## config.mk

```make
export PLATFORM = sky130hd
export DESIGN_NAME = mem_stage
export DESIGN_NICKNAME = d
export VERILOG_FILES = /design/src/rtl/mem_stage.sv
export SDC_FILE = /design/constraint.sdc
export NUM_CORES = 1
export LEC_CHECK = 0
export ABC_AREA = 1
export CELL_PAD_IN_SITES_DETAIL_PLACEMENT = 1
export CELL_PAD_IN_SITES_GLOBAL_PLACEMENT = 1
export CORE_MARGIN = 3
export CORE_UTILIZATION = 25
export DETAILED_ROUTE_END_ITERATION = 10
export PLACE_DENSITY = 0.8
export SLEW_MARGIN = 0
export SYNTH_ARGS = -nofsm -noshare
export SYNTH_HDL_FRONTEND = slang
export SYNTH_SLANG_ARGS = --single-unit
```

## constraint.sdc

```tcl
create_clock -name CLK -period 3.1 [get_ports CLK]
set_input_delay 0.62 -clock CLK [delete_from_list [all_inputs] [get_ports CLK]]
set_output_delay 0.62 -clock CLK [all_outputs]
set_load 0.05 [all_outputs]
```

## src/rtl/mem_stage.sv

```systemverilog
// Memory pipeline stage: issues word-aligned data-bus requests for loads and stores and registers writeback.
// Optional build macro MEM_MISALIGN_EXC_EN turns misaligned half/word accesses into exceptions (code 4 load, 6 store).
module mem_stage (
    input  logic        CLK,
    input  logic        RST,
    input  logic        FLUSH,
    input  logic        IN_VALID,
    input  logic        IN_REG_W_EN,
    input  logic [4:0]  IN_REG_W_RD,
    input  logic [31:0] IN_REG_W_DATA,
    input  logic        IN_MEM_R_EN,
    input  logic [4:0]  IN_MEM_R_RD,
    input  logic [31:0] IN_MEM_R_ADDR,
    input  logic [3:0]  IN_MEM_R_STRB,
    input  logic        IN_MEM_R_SIGNED,
    input  logic        IN_MEM_W_EN,
    input  logic [31:0] IN_MEM_W_ADDR,
    input  logic [3:0]  IN_MEM_W_STRB,
    input  logic [31:0] IN_MEM_W_DATA,
    input  logic        IN_EXC_EN,
    input  logic [3:0]  IN_EXC_CODE,
    output logic        MEM_WAIT,
    output logic        DMEM_REQ_VALID,
    input  logic        DMEM_REQ_READY,
    output logic        DMEM_REQ_WE,
    output logic [31:0] DMEM_REQ_ADDR,
    output logic [3:0]  DMEM_REQ_STRB,
    output logic [31:0] DMEM_REQ_WDATA,
    input  logic        DMEM_RESP_VALID,
    input  logic [31:0] DMEM_RESP_RDATA,
    output logic        WB_VALID,
    output logic        WB_REG_W_EN,
    output logic [4:0]  WB_REG_W_RD,
    output logic [31:0] WB_REG_W_DATA,
    output logic        WB_EXC_EN,
    output logic [3:0]  WB_EXC_CODE
);

    typedef enum logic [1:0] {IDLE, REQ, RESP, DRAIN} state_t;

    state_t state, state_nx;

    // Operation latched at acceptance; bus fields are pre-aligned so they stay stable through REQ.
    logic        lat_we;
    logic        lat_signed;
    logic        lat_half;
    logic        lat_word;
    logic [1:0]  lat_off;
    logic [4:0]  lat_rd;
    logic [31:0] req_addr_q;
    logic [3:0]  req_strb_q;
    logic [31:0] req_wdata_q;

    logic        mem_op;
    logic [31:0] op_addr;
    logic [3:0]  op_strb;
    logic [3:0]  op_strb_sh;
    logic [1:0]  op_off;
    logic        misaligned;
    logic        accept;

    logic [31:0] rdata_sh;
    logic [31:0] load_data;

    logic        wb_valid_nx;
    logic        wb_en_nx;
    logic [4:0]  wb_rd_nx;
    logic [31:0] wb_data_nx;
    logic        wb_exc_nx;
    logic [3:0]  wb_code_nx;

    // A read takes precedence when both request flags are set.
    assign mem_op  = IN_MEM_R_EN | IN_MEM_W_EN;
    assign op_addr = IN_MEM_R_EN ? IN_MEM_R_ADDR : IN_MEM_W_ADDR;
    assign op_strb = IN_MEM_R_EN ? IN_MEM_R_STRB : IN_MEM_W_STRB;
    assign op_off  = op_addr[1:0];

    always_comb begin
        case (op_off)
            2'd0:    op_strb_sh = op_strb;
            2'd1:    op_strb_sh = {op_strb[2:0], 1'b0};
            2'd2:    op_strb_sh = {op_strb[1:0], 2'b00};
            default: op_strb_sh = {op_strb[0], 3'b000};
        endcase
    end

`ifdef MEM_MISALIGN_EXC_EN
    assign misaligned = (op_strb[3] && (op_off != 2'b00)) ||
                        (!op_strb[3] && op_strb[1] && op_off[0]);
`else
    assign misaligned = 1'b0;
`endif

    assign accept = (state == IDLE) && !FLUSH && IN_VALID && !IN_EXC_EN && mem_op && !misaligned;

    assign rdata_sh = DMEM_RESP_RDATA >> {lat_off, 3'b000};

    always_comb begin
        if (lat_word)
            load_data = rdata_sh;
        else if (lat_half)
            load_data = {{16{lat_signed & rdata_sh[15]}}, rdata_sh[15:0]};
        else
            load_data = {{24{lat_signed & rdata_sh[7]}}, rdata_sh[7:0]};
    end

    always_comb begin
        // NOTE: every combinational output gets a default first so no path infers a latch.
        state_nx = state;
        case (state)
            IDLE:  if (accept) state_nx = REQ;
            REQ: begin
                if (FLUSH)
                    state_nx = (DMEM_REQ_READY && !lat_we) ? DRAIN : IDLE;
                else if (DMEM_REQ_READY)
                    state_nx = lat_we ? IDLE : RESP;
            end
            // A response coinciding with a flush is simply dropped; DRAIN would otherwise wait forever.
            RESP: begin
                if (DMEM_RESP_VALID)
                    state_nx = IDLE;
                else if (FLUSH)
                    state_nx = DRAIN;
            end
            DRAIN: if (DMEM_RESP_VALID) state_nx = IDLE;
            default: state_nx = IDLE;
        endcase
    end

    always_comb begin
        wb_valid_nx = 1'b0;
        wb_en_nx    = 1'b0;
        wb_rd_nx    = 5'd0;
        wb_data_nx  = 32'd0;
        wb_exc_nx   = 1'b0;
        wb_code_nx  = 4'd0;
        if (!FLUSH) begin
            case (state)
                IDLE: begin
                    if (IN_VALID && (IN_EXC_EN || !mem_op)) begin
                        wb_valid_nx = 1'b1;
                        wb_en_nx    = IN_REG_W_EN;
                        wb_rd_nx    = IN_REG_W_RD;
                        wb_data_nx  = IN_REG_W_DATA;
                        wb_exc_nx   = IN_EXC_EN;
                        wb_code_nx  = IN_EXC_CODE;
                    end else if (IN_VALID && misaligned) begin
                        wb_valid_nx = 1'b1;
                        wb_exc_nx   = 1'b1;
                        wb_code_nx  = IN_MEM_R_EN ? 4'd4 : 4'd6;
                    end
                end
                REQ: begin
                    if (DMEM_REQ_READY && lat_we)
                        wb_valid_nx = 1'b1;
                end
                RESP: begin
                    if (DMEM_RESP_VALID) begin
                        wb_valid_nx = 1'b1;
                        wb_en_nx    = 1'b1;
                        wb_rd_nx    = lat_rd;
                        wb_data_nx  = load_data;
                    end
                end
                default: ;
            endcase
        end
    end

    always_ff @(posedge CLK) begin
        // NOTE: sequential state uses non-blocking assignments so all registers update from pre-edge values.
        if (RST) begin
            state         <= IDLE;
            WB_VALID      <= 1'b0;
            WB_REG_W_EN   <= 1'b0;
            WB_REG_W_RD   <= 5'd0;
            WB_REG_W_DATA <= 32'd0;
            WB_EXC_EN     <= 1'b0;
            WB_EXC_CODE   <= 4'd0;
            lat_we        <= 1'b0;
            lat_signed    <= 1'b0;
            lat_half      <= 1'b0;
            lat_word      <= 1'b0;
            lat_off       <= 2'd0;
            lat_rd        <= 5'd0;
            req_addr_q    <= 32'd0;
            req_strb_q    <= 4'd0;
            req_wdata_q   <= 32'd0;
        end else begin
            state         <= state_nx;
            WB_VALID      <= wb_valid_nx;
            WB_REG_W_EN   <= wb_en_nx;
            WB_REG_W_RD   <= wb_rd_nx;
            WB_REG_W_DATA <= wb_data_nx;
            WB_EXC_EN     <= wb_exc_nx;
            WB_EXC_CODE   <= wb_code_nx;
            if (accept) begin
                lat_we      <= !IN_MEM_R_EN;
                lat_signed  <= IN_MEM_R_SIGNED;
                lat_word    <= op_strb[3];
                lat_half    <= !op_strb[3] && op_strb[1];
                lat_off     <= op_off;
                lat_rd      <= IN_MEM_R_RD;
                req_addr_q  <= {op_addr[31:2], 2'b00};
                req_strb_q  <= op_strb_sh;
                req_wdata_q <= IN_MEM_R_EN ? 32'd0 : (IN_MEM_W_DATA << {op_off, 3'b000});
            end
        end
    end

    assign MEM_WAIT       = (state != IDLE);
    assign DMEM_REQ_VALID = (state == REQ);
    assign DMEM_REQ_WE    = (state == REQ) && lat_we;
    assign DMEM_REQ_ADDR  = (state == REQ) ? req_addr_q  : 32'd0;
    assign DMEM_REQ_STRB  = (state == REQ) ? req_strb_q  : 4'd0;
    assign DMEM_REQ_WDATA = (state == REQ) ? req_wdata_q : 32'd0;

endmodule

```

==> key figures, run 1 <==
Power
  – IR drop worst, VDD: 275 uV
  – Power Dens Cells: 429 nW/um2
  – Leakage: 5.23 nW

Placement
  – Pre-CTS WS: 0.390 ns
  – GPL Wtd Cong: 0.852
  – DP Wirelength: 21700 um
  – Port Buffers: 305

Drt
  – Wirelength per Cell: 17.0 um
  – Drt total wl: 28600 um
  – DRT Pass-1 Iters: 5
  – DRT iter0 DRCs: 488
  – Via-per-instance ratio: 4.71
  – Final ANT Viol Nets: 0
  – Drc violations: 0
  – Vias post-DR: 7914

Synthesis
  – Post-synthesis sequential area ratio: 37.4%
  – Post-synth EDFFs: 0
  – Compound-Gate Fraction of Synth Area: 17.8%
  – Mapped Cells: 1067
  – Syn avg cell area: 6.17 um2
  – Synth Flop Type: dfxtp_1
  – Asr flop ratio synth: 0%
  – Synthesized area: 6580 um2
  – Largest family of logic cells by synthesized area: simple AND/OR/NAND/NOR gates
  – Mux contribution to synthesized area: 0%
  – Synth Area in Simple Gates: 32.5%
  – Yosys top cell by area: dfxtp_1
  – Synth Area in XOR/XNOR: 0%
  – Most frequent cells after synthesis: nand2_1, dfxtp_1, inv_1
  – Yosys cell types: 27
  – Synthesis warning total: 0
  – Most common cell in the synthesized netlist: nand2_1
  – Largest cells by area after synthesis: dfxtp_1, nand2_1, a21oi_1
  – Share of the synthesized area in the top cell type: 37.4%
  – Synthesized flop and latch total: 123
  – Synth Area in Adders: 0%

Min path
  – Worst Hold Class: reg -> reg
  – Min-delay src: req_wdata_q[8]
  – Hold path cells: 2

Cells and area
  – Layout Area Growth over Synthesis: 62.0%
  – Fillcell total: 3246
  – Layout cell share with drive strength beyond 1: 5.18%
  – FF+latch area: 2460 um2
  – Multi-input logic area: 3330 um2
  – Final nets: 1531
  – ANT cells: 0

Timing
  – Post-route setup TNS: 0 ns
  – RSZ-0062 raised after global routing: false
  – Clk_skew: 0.00851 ns
  – Final Critical Period: 2.84 ns
  – Final setup viols: 0
  – Hold_ws: 0.462 ns
  – Max frequency: 0.352 GHz
  – Slew HR: 29.7%
  – Period utilisation layout: 91.5%
  – Final Max Tran Viols: 0
  – Final Hold Fails: 0
  – Least-Margin Pin Slew: 1.05 ns
  – Final worst slack: 0.263 ns

Setup path
  – Startpoint of the worst register-to-register path: lat_off[0]
  – WP data arrival: 2.22 ns
  – CP startpoint: state[0]
  – Cell count of the worst reg-to-reg path: 8
  – Crit path required time: 2.48 ns
  – Setup Crit Path Kind: reg -> out
  – Max FO, Critical Path: 68
  – Worst setup SP type: flop
  – CP Capture Type: output pin

Die
  – Width of the chip: 168 um
  – # IOs: 308
  – Starting Density: 25.8%
  – Die height: 168 um
  – Core area: 25500 um2
  – Die Area: 28300 um2
  – FP Rows: 58

Run
  – Max-cap viol count: 0

Clocking
  – Clk_lat worst skew: 0.42 ns
  – Maximum root-to-sink buffer count: 2
  – Reg clk slew, reported paths: 0.06 ns
  – CTS Sinks: 123
  – TritonCTS clock tree: done
  – Setup bufs post-CTS: 0
  – # H-tree levels: 4
  – CTS Root Cell: clkbuf_16
  – CTS Buf Count: 17

Global routing
  – Largest net degree at the start of global routing: 69
  – Vias in the first global route: 8034
  – Initial antenna violation count: 0
  – GR Overflow Total: 0
  – Total global-route track usage: 19.4%
  – Global-route wire length before repair: 44100 um

Run status
  – Status: completed
## routing by layer
metal | wire (um) | track usage [%] | up-vias
met1 | 12500 | 24.2 | 3706
met4 | 283 | 3.98 | 0
li1 | - | - | 3929
met3 | 1580 | 4.13 | 18
met5 | 0 | 0 | -
met2 | 14200 | 34.6 | 261
## through the flow
step | util, % | power (mW) | instance area (um2) | std cells
after CTS | 41.2 | 4.64 | 10500 | 1681
after global placement | 38.8 | 2.50 | 9900 | 1649
after detailed placement | 38.8 | 2.51 | 9900 | 1649
final | 41.8 | 4.58 | 10700 | 1681
after floorplan | - | 2.09 | 6590 | 1068
after global routing | 41.8 | 4.80 | 10700 | 1681
## power breakdown
part / switching [mW] / internal (mW)
clock network: 0.821 / 1.28
registers: 0.0247 / 1.63
logic: 0.457 / 0.368
## cell type report
| class | count | share of cell area, % |
|---|---|---|
| Timing Repair Buffer | 325 | 31.8 |
| Multi-Input combinational cell | 749 | 31.2 |
| Sequential cell | 123 | 23.1 |
| Inverter | 122 | 4.32 |
| Clock buffer | 17 | 3.99 |
| Tap cell | 330 | 3.87 |
| Clock inverter | 15 | 1.76 |
## timing repair
action	in CTS	in global routing
gates resized for setup	2	61
hold buffers	0	0
setup endpoints to repair	2	61
## registers in the layout, summed over array words and instances, names as in the netlist
| name | count |
|---|---|
| lat_we | 1 |
| WB_EXC_CODE | 4 |
| lat_half | 1 |
| req_addr_q | 30 |
| req_strb_q | 4 |
| lat_off | 2 |
| lat_rd | 5 |
| req_wdata_q | 32 |
| WB_EXC_EN | 1 |
| WB_REG_W_RD | 5 |
| lat_word | 1 |
| WB_REG_W_DATA | 32 |
| lat_signed | 1 |
| state | 2 |
| WB_VALID | 1 |
| WB_REG_W_EN | 1 |
## worst max-delay path, stage by stage (launching register included)
cell and delay (ns):
dfxtp_1 0.36, inv_1 0.10, nor2_1 0.25, inv_2 0.08
buf_12 0.18, nor2_1 0.22, dlygate4sd2_1 0.56
## cells by family after synthesis
group,after synthesis
and+or+nand+nor,532
other,1
AOI/OAI and AO/OA,215
buffers and inverters,196
DFF,123
## final timing paths
| path | slack (ns) | to |
|---|---|---|
| hold reg to reg | 0.46 | req_wdata_q[8] |
| setup / recovery | 0.26 | DMEM_REQ_STRB[3] |
| hold / removal | 0.46 | req_wdata_q[8] |
| setup reg to reg | 1.06 | WB_REG_W_DATA[27] |
## cells in the final DEF (no fill, tap or decap), drive strengths merged
cell / synthesis / layout
a31oi: 31 / 31
nand2: 345 / 345
dlymetal6s2s: 0 / 61
dfxtp: 123 / 123
o211ai: 16 / 16
buf: 37 / 25
nand3: 66 / 66
a22oi: 1 / 1
conb: 1 / 2
bufinv: 0 / 3
nand4: 11 / 11
dlygate4sd2: 0 / 2
inv: 122 / 127
nor2: 109 / 109
a211oi: 2 / 2
clkbuf: 37 / 17
a21oi: 96 / 96
nor3: 1 / 1
clkdlybuf4s50: 0 / 237
o21ai: 69 / 69
clkinvlp: 0 / 2
clkinv: 0 / 5
Power figures use the tool's default switching activity.
==> run 2, diff against run 1 <==
--- a/config.mk
+++ b/config.mk
@@ -7,11 +7,12 @@
 export LEC_CHECK = 0
 export ABC_AREA = 1
 export CELL_PAD_IN_SITES_DETAIL_PLACEMENT = 1
-export CELL_PAD_IN_SITES_GLOBAL_PLACEMENT = 1
+export CELL_PAD_IN_SITES_GLOBAL_PLACEMENT = 2
 export CORE_MARGIN = 3
-export CORE_UTILIZATION = 25
+export CORE_UTILIZATION = 22
 export DETAILED_ROUTE_END_ITERATION = 10
-export PLACE_DENSITY = 0.8
+export GPL_TIMING_DRIVEN = 0
+export PLACE_DENSITY = 0.92
 export SLEW_MARGIN = 0
 export SYNTH_ARGS = -nofsm -noshare
 export SYNTH_HDL_FRONTEND = slang
==> run 2 against run 1 <==
Against the previous run:
- count of clock-buffer cells in the layout up 2
- maximum frequency down 2.4%
- first-iteration DRC count down 16%
- clock power up 8%
- clock skew up 0.0012 ns
- final area down 1.2%
- critical path type unchanged
- largest cell class is now multi-input gates
- largest power group unchanged
==> key figures, run 2 (synthesis results as in run 1) <==
Cells and area
  – Most common cell after layout, fill and taps aside: nand2_1 (unchanged)
  – Largest registers: WB_REG_W_DATA: 32 flops, req_wdata_q: 32 flops, req_addr_q: 30 flops (unchanged)
  – Final Util: 36.2% (was 41.8%)
  – Post-route cell area: 10500 um2 (was 10700 um2)
  – Layout Area Growth over Synthesis: 60.1% (was 62.0%)
  – Final nets: 1584 (was 1531)
  – ANT cells: 0 (unchanged)
  – Most frequent cells in the layout: nand2_1, clkdlybuf4s50_1, dfxtp_1, inv_1, nor2_1 (unchanged)
  – Layout cell share with drive strength beyond 1: 8.48% (was 5.18%)
  – Finished Layout Cells: 1788 (was 1681)

Global routing
  – Vias in the first global route: 8418 (was 8034)
  – Total global-route track usage: 18.7% (was 19.4%)
  – Global-route wire length before repair: 46100 um (was 44100 um)
  – GR Overflow Total: 0 (unchanged)
  – Largest net degree at the start of global routing: 17 (was 69)
  – Initial antenna violation count: 0 (unchanged)

Placement
  – DP Area: 10100 um2 (was 9900 um2)
  – GPL Wtd Cong: 0.843 (was 0.852)
  – Port Buffers: 304 (was 305)
  – Pre-CTS WS: -0.0932 ns (was 0.390 ns)
  – Inst Count DP: 1756 (was 1649)
  – DP Wirelength: 24800 um (was 21700 um)

Run
  – Max-cap viol count: 0 (unchanged)

Drt
  – DRT Pass-1 Iters: 5 (unchanged)
  – Drc violations: 0 (unchanged)
  – DRT iter0 DRCs: 410 (was 488)
  – Final ANT Viol Nets: 0 (unchanged)
  – Via-per-instance ratio: 4.50 (was 4.71)
  – Drt total wl: 31100 um (was 28600 um)
  – Vias post-DR: 8049 (was 7914)
  – Wirelength per Cell: 17.4 um (was 17.0 um)

Timing
  – Final Max Tran Viols: 0 (unchanged)
  – Post-route setup TNS: 0 ns (unchanged)
  – Slew HR: 57.9% (was 29.7%)
  – Final Hold Fails: 0 (unchanged)
  – Least-Margin Pin Slew: 0.632 ns (was 1.05 ns)
  – Max frequency: 0.344 GHz (was 0.352 GHz)
  – Final worst slack: 0.192 ns (was 0.263 ns)
  – Final Critical Period: 2.91 ns (was 2.84 ns)
  – RSZ-0062 raised after global routing: false (unchanged)
  – Final setup viols: 0 (unchanged)
  – Clk_skew: 0.00967 ns (was 0.00851 ns)
  – Period utilisation layout: 93.8% (was 91.5%)

Setup path
  – Worst setup SP type: flop (unchanged)
  – RR Endpoint: WB_REG_W_DATA[9] (was WB_REG_W_DATA[27])
  – Crit path required time: 2.48 ns (about the same)
  – Setup slack, reg-to-reg: 1.14 ns (was 1.06 ns)
  – Cell count of the worst reg-to-reg path: 7 (was 8)
  – Buf/Inv on CP: 4 (unchanged)
  – Setup Crit Path Kind: reg -> out (unchanged)
  – Critical path's slowest cell: clkdlybuf4s15_1 (was dlygate4sd2_1)
  – Critical path, cell by cell: inv_1 -> nor2_1 -> inv_1 -> buf_2 -> nor2_1 -> clkdlybuf4s15_1 (was inv_1 -> nor2_1 -> inv_2 -> buf_12 -> nor2_1 -> dlygate4sd2_1)
  – Max FO, Critical Path: 10 (was 68)
  – CP peak stage delay: 0.56 ns (about the same)
  – CP Capture Type: output pin (unchanged)
  – Delay-heaviest family, CP: buffers and inverters (unchanged)
  – Startpoint of the worst register-to-register path: state[1] (was lat_off[0])
  – WP data arrival: 2.29 ns (was 2.22 ns)

Clocking
  – Reg clk slew, reported paths: 0.06 ns (about the same)
  – TritonCTS clock tree: done (unchanged)
  – CTS Root Cell: clkbuf_16 (unchanged)
  – Maximum root-to-sink buffer count: 2 (unchanged)
  – # H-tree levels: 4 (unchanged)
  – CTS Buf Count: 17 (unchanged)
  – Clk_lat worst skew: 0.42 ns (about the same)
  – CTS Sinks: 123 (unchanged)

Power
  – Leakage: 4.36 nW (was 5.23 nW)
  – Power Dens Cells: 453 nW/um2 (was 429 nW/um2)
  – IR drop worst, VDD: 312 uV (was 275 uV)

Die
  – Core area: 29100 um2 (was 25500 um2)
  – # IOs: 308 (unchanged)
  – Starting Density: 22.6% (was 25.8%)
  – Die Area: 32000 um2 (was 28300 um2)
  – FP Rows: 62 (was 58)
  – Die height: 179 um (was 168 um)
  – Width of the chip: 179 um (was 168 um)

Min path
  – Hold path cells: 2 (unchanged)
  – Min-delay src: req_wdata_q[21] (was req_wdata_q[8])
  – Worst Hold Endpoint: req_wdata_q[21] (was req_wdata_q[8])
  – Worst Hold Class: reg -> reg (unchanged)

Run status
  – Status: completed (unchanged)
run 2: per-layer routing:
layer	up-vias	GRT usage [%]	part of all wire (%)
met4	0	4.55	1.5
met2	258	33.7	49
met5	-	0	0
met3	30	4.66	6.8
met1	3724	22.2	42
li1	4037	-	-
run 2: worst min-delay path, stage by stage (launching register included):
cell and delay, ns:
dfxtp_1 0.31, nand2_1 0.06, a21oi_1 0.05
run 2: cell type report:
cell class,instances,area [um2]
fill,3723,18600
clock inverter,13,215
multi-input combinational,749,3320
tap,384,480
timing repair buffer,304,2810
clock buffer,19,443
sequential,123,2460
buffer,74,348
inverter,122,460
run 2: worst max path at each step:
stage / from / depth (start not counted) / end / slack [ns]
after floorplan: state[0] / 6 / DMEM_REQ_ADDR[25] / 0.05
after global placement: state[0] / 7 / DMEM_REQ_STRB[0] / -0.08
after detailed placement: state[0] / 7 / DMEM_REQ_STRB[0] / -0.09
after CTS: state[0] / 7 / DMEM_REQ_WDATA[21] / 0.0005
after global routing: state[0] / 7 / DMEM_REQ_WDATA[23] / 0.002
final: state[0] / 6 / DMEM_REQ_ADDR[31] / 0.19
run 2: repair_timing:
action                                  in CTS  in global routing
setup buffers                                0                  0
hold buffers                                 0                  0
resized for setup                          138                 87
endpoints found under the setup margin      66                 50
run 2: metrics by stage:
step                hold WS (ns)  power, mW
floorplan                  0.440       2.09
global placement           0.455       2.53
detailed placement         0.459       2.54
CTS                        0.468       4.83
global route               0.489       4.97
finish                     0.466       4.77
run 2: report_power, final:
part / total, mW / internal, mW / switching, mW
Clock: 2.27 / 1.46 / 0.815
Sequential: 1.65 / 1.63 / 0.0212
Combinational: 0.853 / 0.372 / 0.481
Total: 4.77 / 3.46 / 1.32
